--- src/rtl/jk_excite_driver.sv ---
// rtl/jk_excite_driver.sv - JK excitation driver: steers an external JK bank to a target word, then checks it (optional JKX_ERR_CNT_EN)
module jk_excite_driver #(
    parameter int W      = 4,
    parameter bit DC_VAL = 1'b0
) (
    input  logic         clk,
    input  logic         rst_n,
    input  logic         tgt_valid,
    output logic         tgt_ready,
    input  logic [W-1:0] tgt_data,
    input  logic [W-1:0] q_fb,
    output logic [W-1:0] j,
    output logic [W-1:0] k,
    output logic         done,
    output logic         mismatch,
    output logic [W-1:0] err_bits,
`ifdef JKX_ERR_CNT_EN
    output logic [7:0]   err_cnt,
`endif
    output logic         busy
);

    typedef enum logic [1:0] {S_IDLE, S_DRIVE, S_CHECK} state_t;

    state_t         r_state, w_state_nxt;
    logic           r_ready, w_ready_nxt;
    logic [W-1:0]   r_j, w_j_nxt;
    logic [W-1:0]   r_k, w_k_nxt;
    logic           r_done, w_done_nxt;
    logic           r_mismatch, w_mismatch_nxt;
    logic [W-1:0]   r_err_bits, w_err_bits_nxt;
    logic [W-1:0]   r_target, w_target_nxt;
    logic [W-1:0]   w_dc;
    logic [W-1:0]   w_diff;

    assign w_dc   = {W{DC_VAL}};
    assign w_diff = q_fb ^ r_target;

    always_comb begin
        w_state_nxt    = r_state;
        w_ready_nxt    = r_ready;
        w_j_nxt        = '0;
        w_k_nxt        = '0;
        w_done_nxt     = 1'b0;
        w_mismatch_nxt = 1'b0;
        w_err_bits_nxt = r_err_bits;
        w_target_nxt   = r_target;
        case (r_state)
            S_IDLE: begin
                w_ready_nxt = 1'b1;
                if (tgt_valid && r_ready) begin
                    w_target_nxt = tgt_data;
                    // Inverse JK table; don't-care entries resolved to DC_VAL
                    w_j_nxt      = (~q_fb & tgt_data) | (q_fb & w_dc);
                    w_k_nxt      = (q_fb & ~tgt_data) | (~q_fb & w_dc);
                    w_ready_nxt  = 1'b0;
                    w_state_nxt  = S_DRIVE;
                end
            end
            S_DRIVE: begin
                w_state_nxt = S_CHECK;
            end
            S_CHECK: begin
                w_done_nxt     = 1'b1;
                w_mismatch_nxt = |w_diff;
                w_err_bits_nxt = w_diff;
                w_ready_nxt    = 1'b1;
                w_state_nxt    = S_IDLE;
            end
            default: begin
                w_state_nxt = S_IDLE;
            end
        endcase
    end

    always_ff @(posedge clk or negedge rst_n) begin
        if (!rst_n) begin
            r_state    <= S_IDLE;
            r_ready    <= 1'b0;
            r_j        <= '0;
            r_k        <= '0;
            r_done     <= 1'b0;
            r_mismatch <= 1'b0;
            r_err_bits <= '0;
            r_target   <= '0;
        end else begin
            r_state    <= w_state_nxt;
            r_ready    <= w_ready_nxt;
            r_j        <= w_j_nxt;
            r_k        <= w_k_nxt;
            r_done     <= w_done_nxt;
            r_mismatch <= w_mismatch_nxt;
            r_err_bits <= w_err_bits_nxt;
            r_target   <= w_target_nxt;
        end
    end

`ifdef JKX_ERR_CNT_EN
    logic [7:0] r_err_cnt;

    always_ff @(posedge clk or negedge rst_n) begin
        if (!rst_n) begin
            r_err_cnt <= 8'd0;
        end else if (r_state == S_CHECK && (|w_diff) && r_err_cnt != 8'hFF) begin
            r_err_cnt <= r_err_cnt + 8'd1;
        end
    end

    assign err_cnt = r_err_cnt;
`endif

    assign tgt_ready = r_ready;
    assign j         = r_j;
    assign k         = r_k;
    assign done      = r_done;
    assign mismatch  = r_mismatch;
    assign err_bits  = r_err_bits;
    assign busy      = (r_state != S_IDLE);

endmodule
--- config.mk ---
export PLATFORM = sky130hd
export DESIGN_NAME = jk_excite_driver
export DESIGN_NICKNAME = d
export VERILOG_FILES = /design/src/rtl/jk_excite_driver.sv
export SDC_FILE = /design/constraint.sdc
export NUM_CORES = 1
export LEC_CHECK = 0
export BUFFER_PORTS_ARGS = -buffer_cell sky130_fd_sc_hd__buf_2
export CORE_UTILIZATION = 40
export CTS_BUF_LIST = sky130_fd_sc_hd__clkbuf_4
export DETAILED_ROUTE_END_ITERATION = 8
export PLACE_DENSITY = 0.74
export SLEW_MARGIN = 20
export SYNTH_ARGS = -nofsm -noshare
export SYNTH_HDL_FRONTEND = slang
export SYNTH_SLANG_ARGS = --single-unit
--- constraint.sdc ---
create_clock -name clk -period 2.2 [get_ports clk]
set_input_delay 0 -clock clk [delete_from_list [all_inputs] [get_ports clk]]
set_output_delay 0 -clock clk [all_outputs]
set_load 0.1 [all_outputs]
== Word level (Yosys, flattened, before mapping) ==
Cells that the tools add are included.

* Add/subtract/negate cells: 0
* $mul: 0
* Div/mod/pow operators: 0
* $lt $le $gt $ge: 0
* Equality and inequality tests: 3
* Shift-type cells: 0
* Multiplexer cells: 10
* Bitwise operators: 5
* Reductions and logical operators: 6

{| class="wikitable"
|+ Operators by type and width
! kind !! number
|-
| 4-bit two-way mux || 4
|-
| 4-bit AND || 2
|-
| 4-bit NOT || 2
|-
| 2-bit case mux with 2 select lines || 1
|-
| 2-bit nonzero test || 2
|-
| 4-bit OR reduction || 1
|-
| 4-bit XOR || 1
|-
| 1-bit two-way mux || 3
|-
| 2-bit by 1-bit equality test with 1-bit output, second input constant || 1
|-
| 2-bit equality test, second input constant || 1
|-
| 2-bit zero test || 1
|-
| 2-bit two-way mux || 1
|-
| 2-bit inequality test, second input constant || 1
|-
| 1-bit case mux with 2 select lines || 1
|-
| 2-bit AND reduction || 1
|-
| 1-bit logical AND || 1
|}

* Bits in registers: 21
* Bits in latches: 0
* Bits in writable memories: 0
* Bits in read-only memories: 0
* Input port bits: 11
* Output and inout bits: 16
* Logic and storage cells: 32
* Memories: 0

== Depth between registers and ports, before layout ==
Gate-level depths: netlist (run 1).

* Depth after elaboration: 4
* Gate-level depth with buffers: 4
* Depth with buffers taken out: 3

== Worst setup path before layout (run 1) ==
No wires, ideal clock.

* Kind: reg-to-reg
* Start: register r_ready, in the netlist tgt_ready
* End: register r_target[0]
* Library setup time: 0.125 ns
* Data arrival time: 1.655 ns
* Required time: 2.075 ns
* Path slack: 0.420 ns
* Cell stages (with the launch flop): 5
* Path buffers: 1
* Clock period less this slack: 1.780 ns
* Cell sequence: dfrtp_1 nand4bb_1 buf_6 inv_6 mux2_4

* Longest elaborated chain between the ends: 2

{| class="wikitable"
|+ RTL lines
! element !! line !! source
|-
| start: declaration || 26 || <nowiki>logic r_ready, w_ready_nxt;</nowiki>
|-
| start signal: assignment || 88 || <nowiki>r_ready <= w_ready_nxt;</nowiki>
|-
| 1-bit logical AND || 51 || <nowiki>if (tgt_valid && r_ready) begin</nowiki>
|-
| 2-bit AND reduction (no line) || - ||
|-
| end signal: assignment || 94 || <nowiki>r_target <= w_target_nxt;</nowiki>
|-
| end: declaration || 32 || <nowiki>logic [W-1:0] r_target, w_target_nxt;</nowiki>
|}

Every way passes these cells.
A chain may end at the register's enable or synchronous reset.

== Final worst setup path (run 1) ==
* Start: register r_state[0]
* End: register r_j[3], in the netlist j[3]

* Longest elaborated chain between the ends: 2

{| class="wikitable"
|+ RTL lines
! element !! line !! source
|-
| start: declaration || 25 || <nowiki>state_t r_state, w_state_nxt;</nowiki>
|-
| start signal: assignment || 87 || <nowiki>r_state <= w_state_nxt;</nowiki>
|-
| 2-bit zero test || 48 || <nowiki>case (r_state)</nowiki>
|-
| 4-bit two-way mux || 48 ||
|-
| named net w_j_nxt[3] || 27 || <nowiki>logic [W-1:0] r_j, w_j_nxt;</nowiki>
|-
| end signal: assignment || 89 || <nowiki>r_j <= w_j_nxt;</nowiki>
|-
| end: declaration || 27 ||
|}

The timed path passes the listed nets, and every way through them passes these cells.

==> results.py, run 1 <==
metrics = {
    "global_routing": {
        "grt_pass1_wl_microns": 2132,
        "grt_pass1_vias": 504,
        "grt_usage_pct": 15.07,
        "antenna_found_initial": 0,
        "grt.overflow.total": 0,
        "grt_max_degree": 22,
    },
    "logic_synthesis": {
        "syn-mean-instance-area_sq_um": 15.70,
        "ys_warn_count": 0,
        "ys_top_cells_by_area": "dfrtp_1 66%, mux2_4 7.5%, nor3b_1 7.5%",
        "ys_ff_latch": 21,
        "synth_cells": 51,
        "synthesis.area_sq_um": 800.8,
        "synth_nets": 62,
        "ys_types": 14,
        "yosys.area.top_type": "dfrtp_1",
        "yosysSeqAreaShare_pct": 65.63,
        "synth_top_area_share_pct": 65.63,
    },
    "layout": {
        "layout_commonest_cell": "buf_2",
        "area_growth_pct": 38.75,
        "instances_no_fill": 118,
        "final_cell_mix": "26 x buf_2, 21 x dfrtp_1, 13 x dlygate4sd3_1",
        "drive_above_1_share_pct": 44.09,
        "antenna_cells": 0,
        "nets": 105,
    },
    "floorplan": {
        "start_util_pct": 44.44,
        "coreArea_sq_um": 1802,
        "io_pins": 27,
        "dieArea_sq_um": 2185,
        "die_w_microns": 46.74,
        "num_rows": 15,
        "die_h_microns": 46.74,
    },
    "sta": {
        "setup_viol": 0,
        "worstMarginPinSlew_ns": 0.5237,
        "fmax_mhz": 606.3,
        "final-hold-violation-count": 0,
        "relSlewSlack_pct": 65.01,
        "skew_ns": 0.007829,
        "rsz0062_at_grt": "false",
        "timing.final.crit_share_pct": 74.97,
        "fin_crit_ns": 1.649,
        "maxSlewViolCount": 0,
        "fin_setup_tns_ns": 0,
    },
    "clock_network": {
        "cts_buffer_depth": 2,
        "clk_pin_slew_ns": 0.11,
        "clockRootBuffer": "clkbuf_4",
        "cts_tree": "yes",
        "tritoncts.num_buffers": 3,
        "htreeDepth": 1,
        "clock_sinks": 21,
        "post_cts_buffers": 0,
        "insertion_delay_ns": 0.30,
    },
    "outcome": {
        "outcome": "completed",
    },
    "place": {
        "post-dp-hpwl_microns": 951.6,
        "gp_congestion": 0.7160,
        "dp.cells": 101,
        "io_buffers": 26,
    },
    "setup_path": {
        "setup.worst_path.start_class": "flop",
        "path_class": "reg -> reg",
        "cpPeakStageDelay_ns": 0.57,
        "end_kind": "flop",
        "cp-startpoint": "r_state[0]$_DFFE_PN0P_",
        "cp_cell_sequence": "nand4bb_1, buf_4, nor3b_1, dlygate4sd3_1",
        "r2r-start": "r_state[0]$_DFFE_PN0P_",
        "crit_arrival_ns": 1.89,
        "worst_path_max_delay_cell": "dlygate4sd3_1",
        "cp_data_required_time_ns": 2.44,
        "cp_max_fo": 9,
    },
    "detailed_routing": {
        "drc": 0,
        "drt_iter0_drc": 8,
        "drt-vias-per-instance": 4.508,
        "wire_per_inst_microns": 11.95,
        "first_pass_iters": 2,
        "finalWirelength_microns": 1410,
        "via_count": 532,
        "ant_nets": 0,
    },
    "min_path": {
        "hold_path_class": "in -> async",
    },
    "flow_run": {
        "maxCapViolCount": 0,
    },
}
## sequential cells by signal, indices dropped and copies added (netlist names)
| register | cells |
|---|---|
| r_target | 4 |
| k | 4 |
| r_state | 2 |
| done | 1 |
| err_bits | 4 |
| j | 4 |
| mismatch | 1 |
| tgt_ready | 1 |
## synthesized netlist by cell type
cell type / count
dfrtp_1: 21
nor3b_1: 8
mux2_2: 4
mux2_4: 4
xor2_1: 4
nor2b_1: 2
a21oi_1: 1
buf_2: 1
buf_6: 1
inv_1: 1
inv_6: 1
nand4bb_1: 1
o41a_1: 1
or2_2: 1
## metal layers
layer | track usage (%) | vias to the layer above | share of wire [%]
met2 | 23.33 | 19 | 46
met1 | 18.83 | 256 | 47
met5 | 0 | - | 0
met3 | 4.615 | 2 | 5.3
met4 | 8.571 | 0 | 1.3
li1 | - | 255 | -
## what timing repair did
item | CTS | global route
endpoints found under the hold margin | 33 | 0
gates resized for setup | 0 | 0
hold buffers | 13 | 0
## worst max-delay path, delay by kind of cell (launching register included)
kind,cells,cell delay (ns)
buffers and inverters,2,0.76
AND/OR/NAND/NOR,2,0.40
flip-flops,1,0.43
## final timing paths
| path | to | slack, ns | cells past startpoint |
|---|---|---|---|
| worst max-delay path | j[3]$_DFF_PN0_ | 0.55 | 4 |
| worst min-delay path | j[0]$_DFF_PN0_ | 0.17 | 2 |
| worst max register to register | j[3]$_DFF_PN0_ | 0.55 | 4 |
| worst min register to register | r_state[1]$_DFFE_PN0P_ | 0.47 | 1 |
| max in group asynchronous | k[1]$_DFF_PN0_ | 1.71 | 2 |
| min in group clk | j[1]$_DFF_PN0_ | 0.17 | 4 |
## logic make-up (layout without fill, tap and decap cells)
| family | count (synthesis) | in the layout | share of synthesized area (%) |
|---|---|---|---|
| flops | 21 | 21 | 65.62 |
| mux | 8 | 8 | 13.12 |
| compound gates | 2 | 2 | 2.031 |
| simple gates | 12 | 12 | 11.25 |
| xor+xnor | 4 | 4 | 4.375 |
| buf+inv | 4 | 46 | 3.593 |
## cell type report
class                   count  area, sq um
flip-flops and latches     21        525.5
multi-input cells          26        246.5
clock buffers               3        22.52
clock inverters             1        5.005
repair buffers             40        267.8
well taps                  25        31.28
fillers                   152        690.7
inverters                   2        12.51
## stage by stage
step	util (%)	worst slack, ns	instance area [sq um]	hold WS [ns]
after floorplan	-	0.4201	800.8	-0.2956
after global placement	52.92	0.9078	953.4	-0.03136
after detailed placement	52.92	0.8555	953.4	-0.02977
after CTS	61.67	0.5801	1111	0.1785
after global routing	61.67	0.4820	1111	0.1831
final	61.67	0.5508	1111	0.1729
Power of run 1 is left out: the tool's default activity adds up to more than one toggle a clock period on the data nets, which glitch-free logic cannot reach.
==> inputs of run 2 (changes only) <==
==> constraint.sdc (replaced) <==
create_clock -name clk -period 1.6 [get_ports clk]
set_input_delay 0 -clock clk [delete_from_list [all_inputs] [get_ports clk]]
set_output_delay 0 -clock clk [all_outputs]
set_load 0.1 [all_outputs]
==> run 2 against run 1 <==
Net effect: wire length decreased by 3.5%; global-route usage decreased by 0.98 points; final area decreased by 2.8%; final cell count decreased by 2.5%; critical path depth decreased by 2; core utilization decreased by 1.7 points; setup slack got worse by 0.25 ns; register-to-register slack got worse by 0.23 ns; non-clock buffer count decreased by 3; critical path type is now reg -> out; die area unchanged; sequential cell count unchanged; clock-buffer cell count unchanged.
==> results.py, run 2 (same netlist as run 1, synthesis figures left out) <==
metrics = {
    "outcome": {
        "outcome": "completed",
    },
    "layout": {
        "multiInputGateArea_sq_um": 246.5,
        "area_growth_pct": 34.84,
        "fillers": 166,
        "final_cell_mix": "26 x buf_2, 20 x dfrtp_1, 9 x dlygate4sd3_1",
        "drive_above_1_share_pct": 47.78,
        "nets": 102,
        "antenna_cells": 0,
        "seqCellArea_sq_um": 526.8,
        "layout_commonest_cell": "buf_2",
    },
    "detailed_routing": {
        "ant_nets": 0,
        "drt_iter0_drc": 1,
        "drt-vias-per-instance": 4.609,
        "drc": 0,
        "wire_per_inst_microns": 11.83,
        "first_pass_iters": 2,
        "finalWirelength_microns": 1361,
        "via_count": 530,
    },
    "global_routing": {
        "grt_pass1_vias": 525,
        "grt_pass1_wl_microns": 2070,
        "grt_usage_pct": 14.09,
        "grt.overflow.total": 0,
        "grt_max_degree": 22,
        "antenna_found_initial": 0,
    },
    "setup_path": {
        "setup.worst_path.start_class": "flop",
        "path_class": "reg -> out",
        "end_kind": "output port",
        "r2r-start": "r_state[0]$_DFFE_PN0P_",
        "worst_path_max_delay_cell": "dfrtp_1",
        "r2r_end": "r_target[2]$_DFFE_PN0P_",
        "cp_data_required_time_ns": 1.60,
        "crit_arrival_ns": 1.30,
        "cp_cell_sequence": "or2_2, buf_2",
        "cp_max_fo": 5,
        "cpPeakStageDelay_ns": 0.42,
        "cp-startpoint": "r_state[0]$_DFFE_PN0P_",
        "worstRegToRegCells": 3,
        "worst-r2r-setup-slack_ns": 0.32,
        "worstPathBufferInverterCount": 1,
        "cp_top_family": "flip-flops",
    },
    "floorplan": {
        "start_util_pct": 44.44,
        "die_w_microns": 46.74,
        "coreArea_sq_um": 1802,
        "die_h_microns": 46.74,
        "dieArea_sq_um": 2185,
        "io_pins": 27,
        "num_rows": 15,
    },
    "sta": {
        "maxSlewViolCount": 0,
        "fin_setup_tns_ns": 0,
        "relSlewSlack_pct": 67.84,
        "setup_viol": 0,
        "final-hold-violation-count": 0,
        "fin_crit_ns": 1.304,
        "timing.final.crit_share_pct": 81.48,
        "rsz0062_at_grt": "false",
        "fmax_mhz": 767.0,
        "worstMarginPinSlew_ns": 0.4857,
        "skew_ns": 0.01081,
        "worst_slack_ns": 0.2963,
    },
    "clock_network": {
        "post_cts_buffers": 0,
        "insertion_delay_ns": 0.30,
        "cts_resized": 0,
        "tritoncts.num_buffers": 3,
        "clk_pin_slew_ns": 0.10,
        "cts_buffer_depth": 2,
        "cts_tree": "yes",
        "clock_sinks": 21,
        "htreeDepth": 1,
        "clockRootBuffer": "clkbuf_4",
    },
    "min_path": {
        "hold_depth": 3,
        "hold_end": "r_state[0]$_DFFE_PN0P_",
        "hold_path_class": "in -> reg",
        "hp-start": "tgt_valid",
    },
    "place": {
        "post-dp-hpwl_microns": 992.7,
        "place_ws_ns": 0.3267,
        "io_buffers": 26,
        "gp_congestion": 0.7111,
    },
    "flow_run": {
        "maxCapViolCount": 0,
    },
}
-- run 2: repair_timing --
| action | 4_1_cts | 5_1_grt |
|---|---|---|
| hold buffers | 9 | 0 |
| endpoints found under the setup margin | 0 | 0 |
| endpoints found under the hold margin | 33 | 0 |
-- run 2: stage by stage --
step	instance area (sq um)	util, %	hold WS, ns	cells
global placement	962.2	53.40	-0.03016	102
CTS	1080	59.93	0.1059	115
finish	1080	59.93	0.1154	115
detailed placement	962.2	53.40	-0.02556	102
global route	1080	59.93	0.1114	115
floorplan	802.0	-	-0.2956	51
-- run 2: layout make-up --
class	count	share of cell area [%]
tap	25	2.897
clock inverter	1	0.4635
timing repair buffer	37	21.78
sequential	21	48.78
inverter	2	1.159
multi-input combinational	26	22.83
clock buffer	3	2.086
-- run 2: worst max path at each step --
stage,end,cells after the start
after floorplan,r_target[0]$_DFFE_PN0P_,4
after global placement,r_target[0]$_DFFE_PN0P_,3
after detailed placement,r_target[1]$_DFFE_PN0P_,3
after CTS,busy,2
after global routing,busy,2
final,busy,2
-- run 2: layer usage --
layer / vias up / GRT usage (%) / routed length, microns
li1: 252 / - / -
met1: 258 / 17.00 / 610
met2: 18 / 22.78 / 675
met3: 2 / 3.462 / 59
met4: 0 / 8.571 / 15
met5: - / 0 / 0
-- run 2: worst min-delay path: cells and delay by family --
| family | cells | cell delay, ns |
|---|---|---|
| and+or+nand+nor | 1 | 0.19 |
| buffers and inverters | 2 | 0.17 |
Power of run 2 is left out for the same reason.
==> inputs of run 3 (changes only) <==
--- a/config.mk
+++ b/config.mk
@@ -5,6 +5,7 @@
 export SDC_FILE = /design/constraint.sdc
 export NUM_CORES = 1
 export LEC_CHECK = 0
+export ABC_AREA = 1
 export BUFFER_PORTS_ARGS = -buffer_cell sky130_fd_sc_hd__buf_2
 export CORE_UTILIZATION = 40
 export CTS_BUF_LIST = sky130_fd_sc_hd__clkbuf_4
==> constraint.sdc (replaced) <==
create_clock -name clk -period 1.2 [get_ports clk]
set_input_delay 0 -clock clk [delete_from_list [all_inputs] [get_ports clk]]
set_output_delay 0 -clock clk [all_outputs]
set_load 0.1 [all_outputs]
==> run 3 against run 2 <==
Net effect: clock-buffer cell count rose by 1; critical path type unchanged; register-to-register slack got worse by 0.19 ns; sequential share of layout area is 0.33 points lower; critical path depth is 1 lower; critical endpoint is now tgt_ready; final cell count grew 27%; core utilization grew 1.3 points; non-clock buffer count unchanged; worst hold slack improved by 0.0069 ns; final area up 1.2%; setup slack worse by 0.24 ns; clock skew shrank 0.0092 ns; area after synthesis shrank 2.8%.
==> results.py, run 3 <==
metrics = {
    "outcome": {
        "outcome": "completed",
    },
    "min_path": {
        "hp-start": "tgt_valid",
        "hold_depth": 4,
        "hold_end": "r_state[0]$_DFFE_PN0P_",
        "hold_path_class": "in -> reg",
    },
    "logic_synthesis": {
        "synth_top_area_share_pct": 67.52,
        "synth_top_cells_by_count": "23 x nand2_1, 21 x dfrtp_1, 12 x inv_1, 10 x nor2_1, 8 x o21ai_0",
        "async_flop_share_pct": 100.0,
        "synth_most_common_cell": "nand2_1",
        "dominantRegCellSynth": "dfrtp_1",
        "yosys.area.top_type": "dfrtp_1",
        "ys_top_cells_by_area": "dfrtp_1 68%, nand2_1 11%, inv_1 5.8%",
        "synth_nets": 92,
        "synth_edf_count": 0,
        "ys_ff_latch": 21,
        "ys_types": 9,
        "ys_warn_count": 0,
        "synth_cells": 81,
        "synthesis.area_sq_um": 778.2,
        "syn-mean-instance-area_sq_um": 9.608,
        "yosysSeqAreaShare_pct": 67.52,
    },
    "detailed_routing": {
        "drt_iter0_drc": 9,
        "first_pass_iters": 4,
        "met1_length_microns": 663,
        "via_count": 641,
        "finalWirelength_microns": 1520,
        "ant_nets": 0,
        "wire_per_inst_microns": 10.41,
        "met2WireLength_microns": 767,
        "drt-vias-per-instance": 4.390,
        "top_layer": "met4",
        "drc": 0,
        "wl_met3_microns": 43,
    },
    "layout": {
        "final_util_pct": 61.26,
        "nets": 133,
        "final_cell_mix": "25 x buf_2, 23 x nand2_1, 20 x dfrtp_1",
        "multiInputGateArea_sq_um": 206.4,
        "seqCellArea_sq_um": 529.3,
        "instances_no_fill": 146,
        "fillers": 158,
        "drive_above_1_share_pct": 29.75,
        "final_area_sq_um": 1092,
        "area_growth_pct": 40.35,
        "antenna_cells": 0,
        "layout_commonest_cell": "buf_2",
    },
    "setup_path": {
        "crit_arrival_ns": 1.15,
        "cp-startpoint": "tgt_ready$_DFFE_PN0P_",
        "worst_path_max_delay_cell": "dfrtp_4",
        "r2r_end": "r_target[1]$_DFFE_PN0P_",
        "cpPeakStageDelay_ns": 0.42,
        "cp_data_required_time_ns": 1.20,
        "worstPathBufferInverterCount": 1,
        "cp_max_fo": 3,
        "worst-r2r-setup-slack_ns": 0.13,
        "path_class": "reg -> out",
        "cp_top_family": "flip-flops",
        "end_kind": "output port",
        "cp_cell_sequence": "buf_2",
        "setup.worst_path.start_class": "flop",
        "worstRegToRegCells": 5,
        "r2r-start": "tgt_ready$_DFFE_PN0P_",
    },
    "clock_network": {
        "cts_tree": "yes",
        "post_cts_buffers": 0,
        "cts_buffer_depth": 2,
        "htreeDepth": 1,
        "tritoncts.num_buffers": 3,
        "clk_pin_slew_ns": 0.11,
        "clockRootBuffer": "clkbuf_4",
        "clock_sinks": 21,
        "insertion_delay_ns": 0.30,
    },
    "place": {
        "placed_area_sq_um": 967.2,
        "io_buffers": 26,
        "dp.cells": 133,
        "post-dp-hpwl_microns": 1084,
        "gp_congestion": 0.7835,
    },
    "sta": {
        "fmax_mhz": 872.8,
        "fin_setup_tns_ns": 0,
        "rsz0062_at_grt": "false",
        "relSlewSlack_pct": 67.48,
        "skew_ns": 0.001600,
        "setup_viol": 0,
        "final-hold-violation-count": 0,
        "worstMarginPinSlew_ns": 0.4912,
        "maxSlewViolCount": 0,
        "fin_crit_ns": 1.146,
        "timing.final.crit_share_pct": 95.48,
    },
    "global_routing": {
        "grt_max_degree": 22,
        "grt.overflow.total": 0,
        "grt_pass1_wl_microns": 2428,
        "grt_usage_pct": 16.79,
        "antenna_found_initial": 0,
        "grt_pass1_vias": 626,
    },
    "floorplan": {
        "die_w_microns": 46.11,
        "num_rows": 15,
        "io_pins": 27,
        "start_util_pct": 43.65,
        "coreArea_sq_um": 1783,
        "die_h_microns": 46.11,
        "dieArea_sq_um": 2126,
    },
    "flow_run": {
        "maxCapViolCount": 0,
    },
}
==> run 3: cell types whose count changed after synthesis, sizes merged <==
cell     previous run  this run
a21oi               1         0
nor3b               8         0
nor2b               2         0
mux2                8         0
inv                 2        12
buf                 2         1
nor2                0        11
or2                 1         0
nand2               0        24
xor2                4         0
nand4bb             1         0
o41a                1         0
o21ai               0         8
nor3                0         4
==> run 3: cell type report <==
| type | instances | share of cell area [%] |
|---|---|---|
| Timing Repair Buffer | 37 | 22.91 |
| Tap cell | 25 | 2.864 |
| Sequential cell | 21 | 48.45 |
| Clock buffer | 4 | 2.749 |
| Multi-Input combinational cell | 47 | 18.90 |
| Inverter | 12 | 4.124 |
==> run 3: logic make-up (layout without fill, tap and decap cells) <==
group	Yosys count	after routing	synth area share [%]
AND/OR/NAND/NOR	39	39	20.10
AO/OA/AOI/OAI	8	8	5.145
flip-flops	21	21	67.52
buffers and inverters	13	53	7.234
==> run 3: per-stage QoR <==
step / hold WS [ns] / setup slack (ns)
after floorplan: -0.2956 / 0.02968
after detailed placement: -0.02863 / 0.1203
final: 0.1223 / 0.05427
after CTS: 0.1025 / 0.04573
after global routing: 0.1340 / 0.02014
after global placement: -0.02900 / 0.1668
==> run 3: worst max-delay path by stage <==
stage | end | slack (ns) | depth (start not counted)
detailed placement | j[3]$_DFF_PN0_ | 0.12 | 6
finish | tgt_ready | 0.05 | 1
global placement | r_target[3]$_DFFE_PN0P_ | 0.17 | 6
CTS | tgt_ready | 0.05 | 1
global route | tgt_ready | 0.02 | 1
floorplan | j[0]$_DFF_PN0_ | 0.03 | 6
==> run 3: metal layers <==
metal | up-vias | global-route usage, %
met5 | - | 0
met4 | 0 | 11.76
li1 | 324 | -
met2 | 16 | 29.01
met1 | 296 | 18.53
met3 | 5 | 2.745
==> run 3: repair_timing <==
action	in CTS	in global routing
setup endpoints to repair	0	4
resized for setup	0	2
hold buffers	9	0
endpoints found under the hold margin	33	0
Power of run 3 is left out for the same reason.
